===== src/rtl/multi_pkg.sv =====
// Shared types and helpers for the iterative shift-add multiplier.
// Latency: n/a (types and pure functions only).
// Backpressure: n/a.
package multi_pkg;

    // Operand fields are sized for the widest legal DATA_W. Narrower builds
    // leave the upper bits at zero and synthesis removes them.
    localparam int OP_MAX_W = 32;

    typedef enum logic [1:0] {
        IDLE = 2'd0,
        CALC = 2'd1,
        DONE = 2'd2
    } state_t;

    typedef struct packed {
        logic [OP_MAX_W-1:0] data0;
        logic [OP_MAX_W-1:0] data1;
        logic                is_signed;
    } op_pair_t;

    // Index of the highest set bit; 0 when v is zero.
    function automatic logic [4:0] hsb_idx(input logic [OP_MAX_W-1:0] v);
        logic [4:0] idx;
        idx = '0;
        for (int i = 0; i < OP_MAX_W; i++) begin
            if (v[i]) idx = 5'(i);
        end
        return idx;
    endfunction

    // Magnitude of the w-bit value in v. The most-negative signed value maps
    // to 2^(w-1), which still fits in w unsigned bits.
    function automatic logic [OP_MAX_W-1:0] mag(input logic [OP_MAX_W-1:0] v,
                                                input int                  w,
                                                input logic                sgn);
        logic [OP_MAX_W-1:0] mask;
        logic [OP_MAX_W-1:0] r;
        mask = {OP_MAX_W{1'b1}} >> (OP_MAX_W - w);
        r    = v & mask;
        if (sgn && r[w-1]) r = (~r + 1'b1) & mask;
        return r;
    endfunction

endpackage


===== src/rtl/multi_op_fifo.sv =====
// Synchronous operand-pair FIFO, DEPTH entries of WIDTH bits, head is combinational.
// Latency: an entry pushed at edge T is visible on head after T.
// Backpressure: push is ignored while full, pop is ignored while empty.
// Ports: clk/rst (async active-high), push/push_data, pop, full, empty, head.
module multi_op_fifo #(
    parameter int DEPTH = 4,
    parameter int WIDTH = 8
) (
    input  logic             clk,
    input  logic             rst,
    input  logic             push,
    input  logic [WIDTH-1:0] push_data,
    input  logic             pop,
    output logic             full,
    output logic             empty,
    output logic [WIDTH-1:0] head
);
    localparam int AW = $clog2(DEPTH);

    logic [WIDTH-1:0] mem [DEPTH];
    // One extra pointer bit distinguishes full from empty.
    logic [AW:0]      wr_ptr;
    logic [AW:0]      rd_ptr;
    logic             do_push;
    logic             do_pop;

    assign do_push = push & ~full;
    assign do_pop  = pop & ~empty;
    assign empty   = (wr_ptr == rd_ptr);
    assign full    = (wr_ptr[AW] != rd_ptr[AW]) && (wr_ptr[AW-1:0] == rd_ptr[AW-1:0]);
    assign head    = mem[rd_ptr[AW-1:0]];

    always_ff @(posedge clk or posedge rst) begin
        if (rst) begin
            wr_ptr <= '0;
            rd_ptr <= '0;
        end else begin
            if (do_push) wr_ptr <= wr_ptr + {{AW{1'b0}}, 1'b1};
            if (do_pop)  rd_ptr <= rd_ptr + {{AW{1'b0}}, 1'b1};
        end
    end

    always_ff @(posedge clk) begin
        if (do_push) mem[wr_ptr[AW-1:0]] <= push_data;
    end

endmodule


===== src/rtl/multi_iter.sv =====
// Iterative signed/unsigned shift-add multiplier, one set multiplier bit per cycle.
// Latency: push at T -> pop at T+1 -> out_vld after T+1+max(1,popcount(|in1|)).
// Backpressure: in_rdy = ~fifo_full; results held stable in DONE until out_rdy.
// Ports: clk, rst (async active-high); in_vld/in_rdy/in0_data/in1_data/in_signed
//        operand push; out_vld/out_rdy/out_data result; busy = work pending.
// Optional MULTI_ACC_EN: adds acc_clr and a running sum; out_data = sum + product.
module multi_iter
    import multi_pkg::*;
#(
    parameter int DATA_W     = 8,
    parameter int FIFO_DEPTH = 4
) (
    input  logic                clk,
    input  logic                rst,
    input  logic                in_vld,
    output logic                in_rdy,
    input  logic [DATA_W-1:0]   in0_data,
    input  logic [DATA_W-1:0]   in1_data,
    input  logic                in_signed,
    output logic                out_vld,
    input  logic                out_rdy,
    output logic [2*DATA_W-1:0] out_data,
    output logic                busy
`ifdef MULTI_ACC_EN
    ,
    input  logic                acc_clr
`endif
);
    localparam int PW = 2 * DATA_W;

    op_pair_t            push_pair;
    op_pair_t            head_pair;
    logic                fifo_full;
    logic                fifo_empty;
    logic                pop;
    logic                out_hs;

    state_t              state;
    state_t              state_nxt;

    logic [PW-1:0]       mcand;
    logic [PW-1:0]       acc;
    logic [PW-1:0]       acc_nxt;
    logic [PW-1:0]       prod;
    logic [PW-1:0]       result;
    logic [DATA_W-1:0]   mplr;
    logic [DATA_W-1:0]   mplr_nxt;
    logic                neg;
    logic [4:0]          hsb;
    logic                calc_last;
    logic [OP_MAX_W-1:0] mag0;
    logic [OP_MAX_W-1:0] mag1;

    always_comb begin
        push_pair           = '0;
        push_pair.data0     = OP_MAX_W'(in0_data);
        push_pair.data1     = OP_MAX_W'(in1_data);
        push_pair.is_signed = in_signed;
    end

    multi_op_fifo #(
        .DEPTH (FIFO_DEPTH),
        .WIDTH ($bits(op_pair_t))
    ) u_fifo (
        .clk       (clk),
        .rst       (rst),
        .push      (in_vld & in_rdy),
        .push_data (push_pair),
        .pop       (pop),
        .full      (fifo_full),
        .empty     (fifo_empty),
        .head      (head_pair)
    );

    assign in_rdy  = ~fifo_full;
    assign out_vld = (state == DONE);
    assign out_hs  = (state == DONE) && out_rdy;
    assign busy    = !fifo_empty || (state != IDLE);
    // Popping straight out of DONE removes the IDLE bubble between results.
    assign pop     = !fifo_empty && ((state == IDLE) || out_hs);

    assign mag0 = mag(head_pair.data0, DATA_W, head_pair.is_signed);
    assign mag1 = mag(head_pair.data1, DATA_W, head_pair.is_signed);

    // One CALC step: retire the highest remaining multiplier bit. A zero
    // multiplier leaves acc untouched and still finishes in one cycle.
    always_comb begin
        hsb     = hsb_idx(OP_MAX_W'(mplr));
        acc_nxt = acc;
        if (mplr != '0) acc_nxt = acc + (mcand << hsb);
        mplr_nxt  = mplr & ~(DATA_W'(1) << hsb);
        calc_last = (mplr_nxt == '0);
        prod      = neg ? (PW'(0) - acc_nxt) : acc_nxt;
    end

`ifdef MULTI_ACC_EN
    logic [PW-1:0] sum;
    assign result = sum + prod;

    // out_data already holds sum + product while in DONE.
    always_ff @(posedge clk or posedge rst) begin
        if (rst) begin
            sum <= '0;
        end else if (out_hs) begin
            sum <= acc_clr ? '0 : out_data;
        end
    end
`else
    assign result = prod;
`endif

    always_ff @(posedge clk or posedge rst) begin
        if (rst) state <= IDLE;
        else     state <= state_nxt;
    end

    always_comb begin
        state_nxt = state;
        case (state)
            IDLE:    if (!fifo_empty) state_nxt = CALC;
            CALC:    if (calc_last)   state_nxt = DONE;
            DONE:    if (out_rdy)     state_nxt = fifo_empty ? IDLE : CALC;
            default: state_nxt = IDLE;
        endcase
    end

    always_ff @(posedge clk or posedge rst) begin
        if (rst) begin
            mcand    <= '0;
            mplr     <= '0;
            acc      <= '0;
            neg      <= 1'b0;
            out_data <= '0;
        end else if (pop) begin
            mcand <= PW'(DATA_W'(mag0));
            mplr  <= DATA_W'(mag1);
            neg   <= head_pair.is_signed &
                     (head_pair.data0[DATA_W-1] ^ head_pair.data1[DATA_W-1]);
            acc   <= '0;
        end else if (state == CALC) begin
            acc  <= acc_nxt;
            mplr <= mplr_nxt;
            if (calc_last) out_data <= result;
        end
    end

endmodule


===== config.mk =====
export PLATFORM = sky130hd
export DESIGN_NAME = multi_iter
export DESIGN_NICKNAME = d
export VERILOG_FILES = /design/src/rtl/multi_pkg.sv /design/src/rtl/multi_op_fifo.sv /design/src/rtl/multi_iter.sv
export SDC_FILE = /design/constraint.sdc
export NUM_CORES = 1
export LEC_CHECK = 0
export CAP_MARGIN = 10
export CORE_ASPECT_RATIO = 0.9
export CORE_MARGIN = 3
export CORE_UTILIZATION = 52
export DETAILED_ROUTE_END_ITERATION = 10
export PLACE_DENSITY = 0.83
export SETUP_SLACK_MARGIN = 0.15
export SYNTH_ARGS = -nofsm -noshare
export SYNTH_HDL_FRONTEND = slang
export SYNTH_SLANG_ARGS = --single-unit

===== constraint.sdc =====
create_clock -name clk -period 12.85 [get_ports clk]
set_input_delay 3.855 -clock clk [delete_from_list [all_inputs] [get_ports clk]]
set_output_delay 3.855 -clock clk [all_outputs]
set_load 0.005 [all_outputs]

## Yosys cells after proc, flatten, opt, wreduce, memory -nomap -nowiden

Memory sizes are Yosys's and may differ from the RTL's.
Cells that the tools add are included.

| storage, ports and cells | value |
|---|---|
| flip-flop bits (word level) | 57 |
| RAM bits | 68 |
| word-level logic and storage cells | 74 |
| memories kept | 1 |

Memories:

| memory | words | bits a word | rd ports | clocked after Yosys merged registers in | wr ports | line | text |
|---|---|---|---|---|---|---|---|
| u_fifo.mem | 4 | 17 | 1 | 0 | 1 | multi_op_fifo.sv:20 | `logic [WIDTH-1:0] mem [DEPTH];` |

| cells by class | value |
|---|---|
| add/subtract/negate cells | 6 |
| equal/unequal tests | 8 |
| shift operators | 2 |
| mux-type cells | 22 |
| bitwise gates (word level) | 12 |
| reduce and logical (&&, ||, !) cells | 15 |

Operators by type and width:

| operator | count |
|---|---|
| 2-to-1 mux 16 bit | 4 |
| 2-to-1 mux 8 bit | 4 |
| 2-to-1 mux 5 bit | 6 |
| NOT 8 bit | 3 |
| adder 16 bit | 1 |
| adder 8 x 1 -> 8 bit, second input constant | 2 |
| << shifter 8 x 5 -> 16 bit | 1 |
| subtractor 1 x 16 -> 16 bit, first input constant | 1 |
| bitwise AND 8 bit | 1 |
| zero test 8 bit | 1 |
| nonzero test 8 bit | 1 |
| << shifter 1 x 5 -> 8 bit, first input constant | 1 |
| adder 3 x 1 -> 3 bit, second input constant | 2 |
| 2-to-1 mux 2 bit | 3 |
| case mux 2 bit (3 select lines) | 1 |
| AND reduction 3 bit | 2 |
| logical AND 1 bit | 5 |
| bitwise AND 1 bit | 4 |
| 2-to-1 mux 1 bit | 4 |
| inequality test 2 bit, second input constant | 2 |
| nonzero test 2 bit | 2 |
| == test 3 bit | 1 |
| NOT 1 bit | 3 |
| == test 2 x 1 -> 1 bit, second input constant | 1 |
| other kinds (8) | 9 |

## Longest topological paths before layout

| logic depth | value |
|---|---|
| depth in word-level cells | 13 |
| mapped depth | 20 |
| gate-level depth less buffers | 17 |

## Cells and area by module

From an unflattened synthesis, not the netlist that was laid out.

| unflattened totals | value |
|---|---|
| cells, all modules | 873 |
| area, all modules | 13819.5 µm² |

By module, submodules not included:

| module | instances | cells an instance | area an instance (µm²) |
|---|---|---|---|
| multi_op_fifo | 1 | 390 | 9853.2 |
| multi_iter | 1 | 483 | 3966.3 |

## Worst setup path after synthesis

OpenSTA, ideal clock, no wires.

| timing path | value |
|---|---|
| path type | register to output |
| from | register u_fifo.rd_ptr[0] |
| to | output port busy |
| data arrival time | 1.513 ns |
| slack | 7.482 ns |
| stages on the path, launching flop included | 7 |
| buffers on the path | 2 |
| cell sequence | dfrtp_1 > buf_2 > buf_2 > xor2_1 > nor2_1 > nand2_1 > or3_1 |

| on the way | value |
|---|---|
| word-level cells in the longest chain between the ends | 3 |

Ends and longest elaborated chain:

| item | line | text |
|---|---|---|
| start: declaration | multi_op_fifo.sv:23 | `logic [AW:0] rd_ptr;` |
| start signal: assignment | multi_op_fifo.sv:39 | `if (do_pop) rd_ptr <= rd_ptr + {{AW{1'b0}}, 1'b1};` |
| == test 3 bit | multi_op_fifo.sv:29 | `assign empty = (wr_ptr == rd_ptr);` |
| zero test 1 bit | -- |  |
| logical OR 1 bit | multi_iter.sv:78 | `assign busy = !fifo_empty \|\| (state != IDLE);` |
| end: declaration | multi_iter.sv:23 | `output logic busy` |

No other way between the ends.

## Final worst setup path

| timing path | value |
|---|---|
| from | register u_fifo.rd_ptr[1] |
| to | output port busy |

Same word-level chain as after synthesis.

==> impl_metrics.toml <==
[sta]
setup_slack_ns = 6.459
timing.final.crit_share = 0.4974
clock-skew-final_ns = 0.008201
final_period_minus_worst_setup_slack_ns = 6.391
finalMaxSlewViolations = 0
rsz0062_at_grt = "no"
number_of_hold_violations_in_the_final_report = 0
fmax_mhz = 156.5
timing.final.setup_violations = 0
maxSlewHeadroom = 0.3142
holdWs_ns = 0.4838
finalSetupTns_ns = 0
tightestPinTransition_ns = 1.025

[drt]
wirelength_um = 16210
drc_errors = 0
vias = 5265
detailedRoute.firstPassIterationCount = 6
ant_nets = 0
initialDrtViolationCount = 487
detail_route.wl_per_cell_um = 19.46
route.detailed.vias_per_inst = 6.321

[floorplan]
initial_core_util = 0.5404
design.die.area_um2 = 14870
floorplan.die.height_um = 116.0
rows = 39
floorplan_die_width_um = 128.2
ioPinCount = 40
floorplan.core_area_um2 = 12930

[placed_design]
dpl.hpwl_um = 10750
place_ws_ns = 6.889
place_congestion = 0.9393
place.port_buffers = 39

[cells_and_area]
utilization = 0.6255
drive_above_1_share = 0.1211
synthToLayoutAreaGrowth_pct = 15.76
nets = 701
antennaDiodeCount = 0

[cts]
tritoncts_num_sinks = 125
ctsLongestPathBuffers = 2
clkLatencyLatePin_ns = 0.42
ctsResizeCount = 0
cts.hold.buffers_added = 0
cts_made_buffers = 17
clockRootBuffer = "sky130_fd_sc_hd__clkbuf_16"
worst_setup_hold_path_clk_slew_ns = 0.06
postCtsSetupRepairBufs = 0
cts_tree = "built"
cts-htree-levels = 4

[setup_path]
r2r_cells = 17
critical_path.reg2reg.startpoint = "mplr[2]"
startpoint = "u_fifo.rd_ptr[1]"
cp-endpoint = "busy"
crit-reg2reg-capture = "out_data[15]"
r2r_slack_ns = 7.81
type_of_destination_of_the_critical_path = "output port"
cp_data_arrival_time_ns = 2.54
critical_path_required_ns = 8.99
setup.worst_path.start_class = "flip-flop"
critical_path.max_fanout = 20
worst-setup-path-type = "reg -> out"

[worst_hold_path]
hold_path_class = "reg -> reg"
min_path_cells = 2

[synth]
synthesis.instances = 625
post_synth.cell_area_avg_um2 = 11.18
synth-main-ff-cell = "sky130_fd_sc_hd__edfxtp_1"
mappedNetlistNets = 670
synth-edff-count = 68
syn_area_um2 = 6988
ys_warn_count = 0
synth_seq_area_share = 0.4963
asyncSetResetFlopFracSynth = 0.4560
ys_types = 77
synth_seq_cells = 125

[global_route]
grt_max_degree = 58
globalRoute.totalOverflow = 0
globalRouteTotalUtil = 0.2261
first_pass_grt_wire_length_um = 26210
grt_pass1_vias = 5214
initial_antenna_violation_count = 0

[outcome]
status = "completed"

[run]
maxCapViolCount = 0
## worst min-delay path by stage
stage / slack (ns) / endpoint / start
floorplan: 0.46 / u_fifo.wr_ptr[2] / u_fifo.wr_ptr[2]
global placement: 0.47 / out_data[3] / out_data[3]
detailed placement: 0.47 / out_data[1] / out_data[1]
CTS: 0.49 / out_data[1] / out_data[1]
global route: 0.51 / out_data[1] / out_data[1]
finish: 0.48 / out_data[3] / out_data[3]
## layer usage
| layer | GRT usage | up-vias | wire (um) |
|---|---|---|---|
| li1 | - | 2428 | - |
| met1 | 0.2847 | 2598 | 6676 |
| met2 | 0.3686 | 198 | 8009 |
| met3 | 0.06037 | 41 | 1108 |
| met4 | 0.1025 | 0 | 413 |
| met5 | 0 | - | 0 |
## registers in the layout, summed over array words and instances (netlist names)
signal and count:
mplr 8, u_fifo.wr_ptr 3, state 2, neg 1
acc 16, out_data 16, u_fifo.rd_ptr 3, mcand 8
u_fifo.mem 68
## cell type report
class / instances / area (um^2)
fillers: 944 / 4842
clock inverters: 15 / 198.9
flip-flops and latches: 125 / 3468
repair buffers: 45 / 442.9
multi-input cells: 451 / 3288
clock buffers: 17 / 425.4
well taps: 164 / 205.2
inverters: 16 / 60.06
## kinds of logic after synthesis
kind of cell / after synthesis / synth area share
compound gates: 161 / 0.1529
xor+xnor: 36 / 0.04512
fa+ha+maj: 25 / 0.04548
buf+inv: 49 / 0.03312
flops: 125 / 0.4963
mux: 41 / 0.09060
simple gates: 188 / 0.1364
## metrics by stage
stage / area [um^2] / instances
after floorplan: 6988 / 625
after global placement: 7450 / 800
after detailed placement: 7450 / 800
after CTS: 8074 / 832
after global routing: 8089 / 833
final: 8089 / 833
## synth_stat cells (all sizes together) (2+ instances only)
cell type | instances | share of area
xor2 | 12 | 0.015
nand3 | 30 | 0.024
o211ai | 5 | 0.0054
edfxtp | 68 | 0.29
or4 | 5 | 0.0054
nor2 | 42 | 0.025
clkbuf | 22 | 0.012
nor4 | 5 | 0.0063
nor3 | 9 | 0.0064
and4 | 2 | 0.0025
nand2 | 57 | 0.031
nand4 | 2 | 0.0018
a2111o | 2 | 0.0032
a211oi | 5 | 0.0072
a31oi | 8 | 0.0072
ha | 23 | 0.041
and2 | 9 | 0.0084
o2111ai | 8 | 0.011
xnor2 | 24 | 0.030
mux2 | 2 | 0.0032
dfrtp | 57 | 0.20
and3 | 9 | 0.0088
o221a | 2 | 0.0032
a21o | 7 | 0.0075
a221oi | 2 | 0.0050
inv | 15 | 0.0081
or2 | 3 | 0.0027
a211o | 4 | 0.0050
o41ai | 2 | 0.0025
o21bai | 2 | 0.0021
nand2b | 4 | 0.0036
nor2b | 4 | 0.0036
o311ai | 2 | 0.0025
a41oi | 3 | 0.0038
mux4 | 17 | 0.055
mux2i | 22 | 0.033
o21a | 2 | 0.0021
or3 | 6 | 0.0054
buf | 11 | 0.013
a311oi | 2 | 0.0025
o21ai | 64 | 0.046
a21oi | 27 | 0.019
## worst max-delay path, cell delays in order (launching register included)
cell and delay, ns:
sky130_fd_sc_hd__dfrtp_1 0.90, sky130_fd_sc_hd__xor2_1 0.18, sky130_fd_sc_hd__nor2_1 0.15, sky130_fd_sc_hd__nand2_1 0.10, sky130_fd_sc_hd__or3_1 0.32, sky130_fd_sc_hd__clkdlybuf4s50_1 0.46
## cells in the final DEF, fill, tap and decap left out, types with 3 or more instances in the layout
cell type / netlist / layout
sky130_fd_sc_hd__edfxtp_1: 68 / 68
sky130_fd_sc_hd__o21ai_0: 59 / 59
sky130_fd_sc_hd__dfrtp_1: 57 / 57
sky130_fd_sc_hd__nand2_1: 56 / 56
sky130_fd_sc_hd__nor2_1: 40 / 40
sky130_fd_sc_hd__clkdlybuf4s50_1: 0 / 39
sky130_fd_sc_hd__a21oi_1: 27 / 27
sky130_fd_sc_hd__nand3_1: 26 / 26
sky130_fd_sc_hd__xnor2_1: 24 / 24
sky130_fd_sc_hd__ha_1: 23 / 23
sky130_fd_sc_hd__mux2i_1: 20 / 20
sky130_fd_sc_hd__mux4_2: 17 / 17
sky130_fd_sc_hd__clkbuf_16: 0 / 17
sky130_fd_sc_hd__inv_1: 14 / 13
sky130_fd_sc_hd__xor2_1: 12 / 12
sky130_fd_sc_hd__nor3_1: 9 / 9
sky130_fd_sc_hd__and2_1: 8 / 8
sky130_fd_sc_hd__and3_1: 8 / 8
sky130_fd_sc_hd__a31oi_1: 8 / 8
sky130_fd_sc_hd__a21o_1: 7 / 7
sky130_fd_sc_hd__o2111ai_1: 7 / 7
sky130_fd_sc_hd__or3_1: 6 / 6
sky130_fd_sc_hd__o21ai_1: 5 / 5
sky130_fd_sc_hd__o211ai_1: 5 / 5
sky130_fd_sc_hd__or4_1: 5 / 5
sky130_fd_sc_hd__inv_6: 0 / 5
sky130_fd_sc_hd__buf_4: 2 / 5
sky130_fd_sc_hd__a211o_1: 4 / 4
sky130_fd_sc_hd__a211oi_1: 4 / 4
sky130_fd_sc_hd__nand2b_1: 4 / 4
sky130_fd_sc_hd__nand3_2: 4 / 4
sky130_fd_sc_hd__nor2b_1: 4 / 4
sky130_fd_sc_hd__inv_8: 0 / 4
sky130_fd_sc_hd__nor4_1: 3 / 3
sky130_fd_sc_hd__a41oi_1: 3 / 3
sky130_fd_sc_hd__bufinv_16: 0 / 3
Power is left out: the tool's default activity adds up to more than one toggle a clock period on the data nets, which glitch-free logic cannot reach.
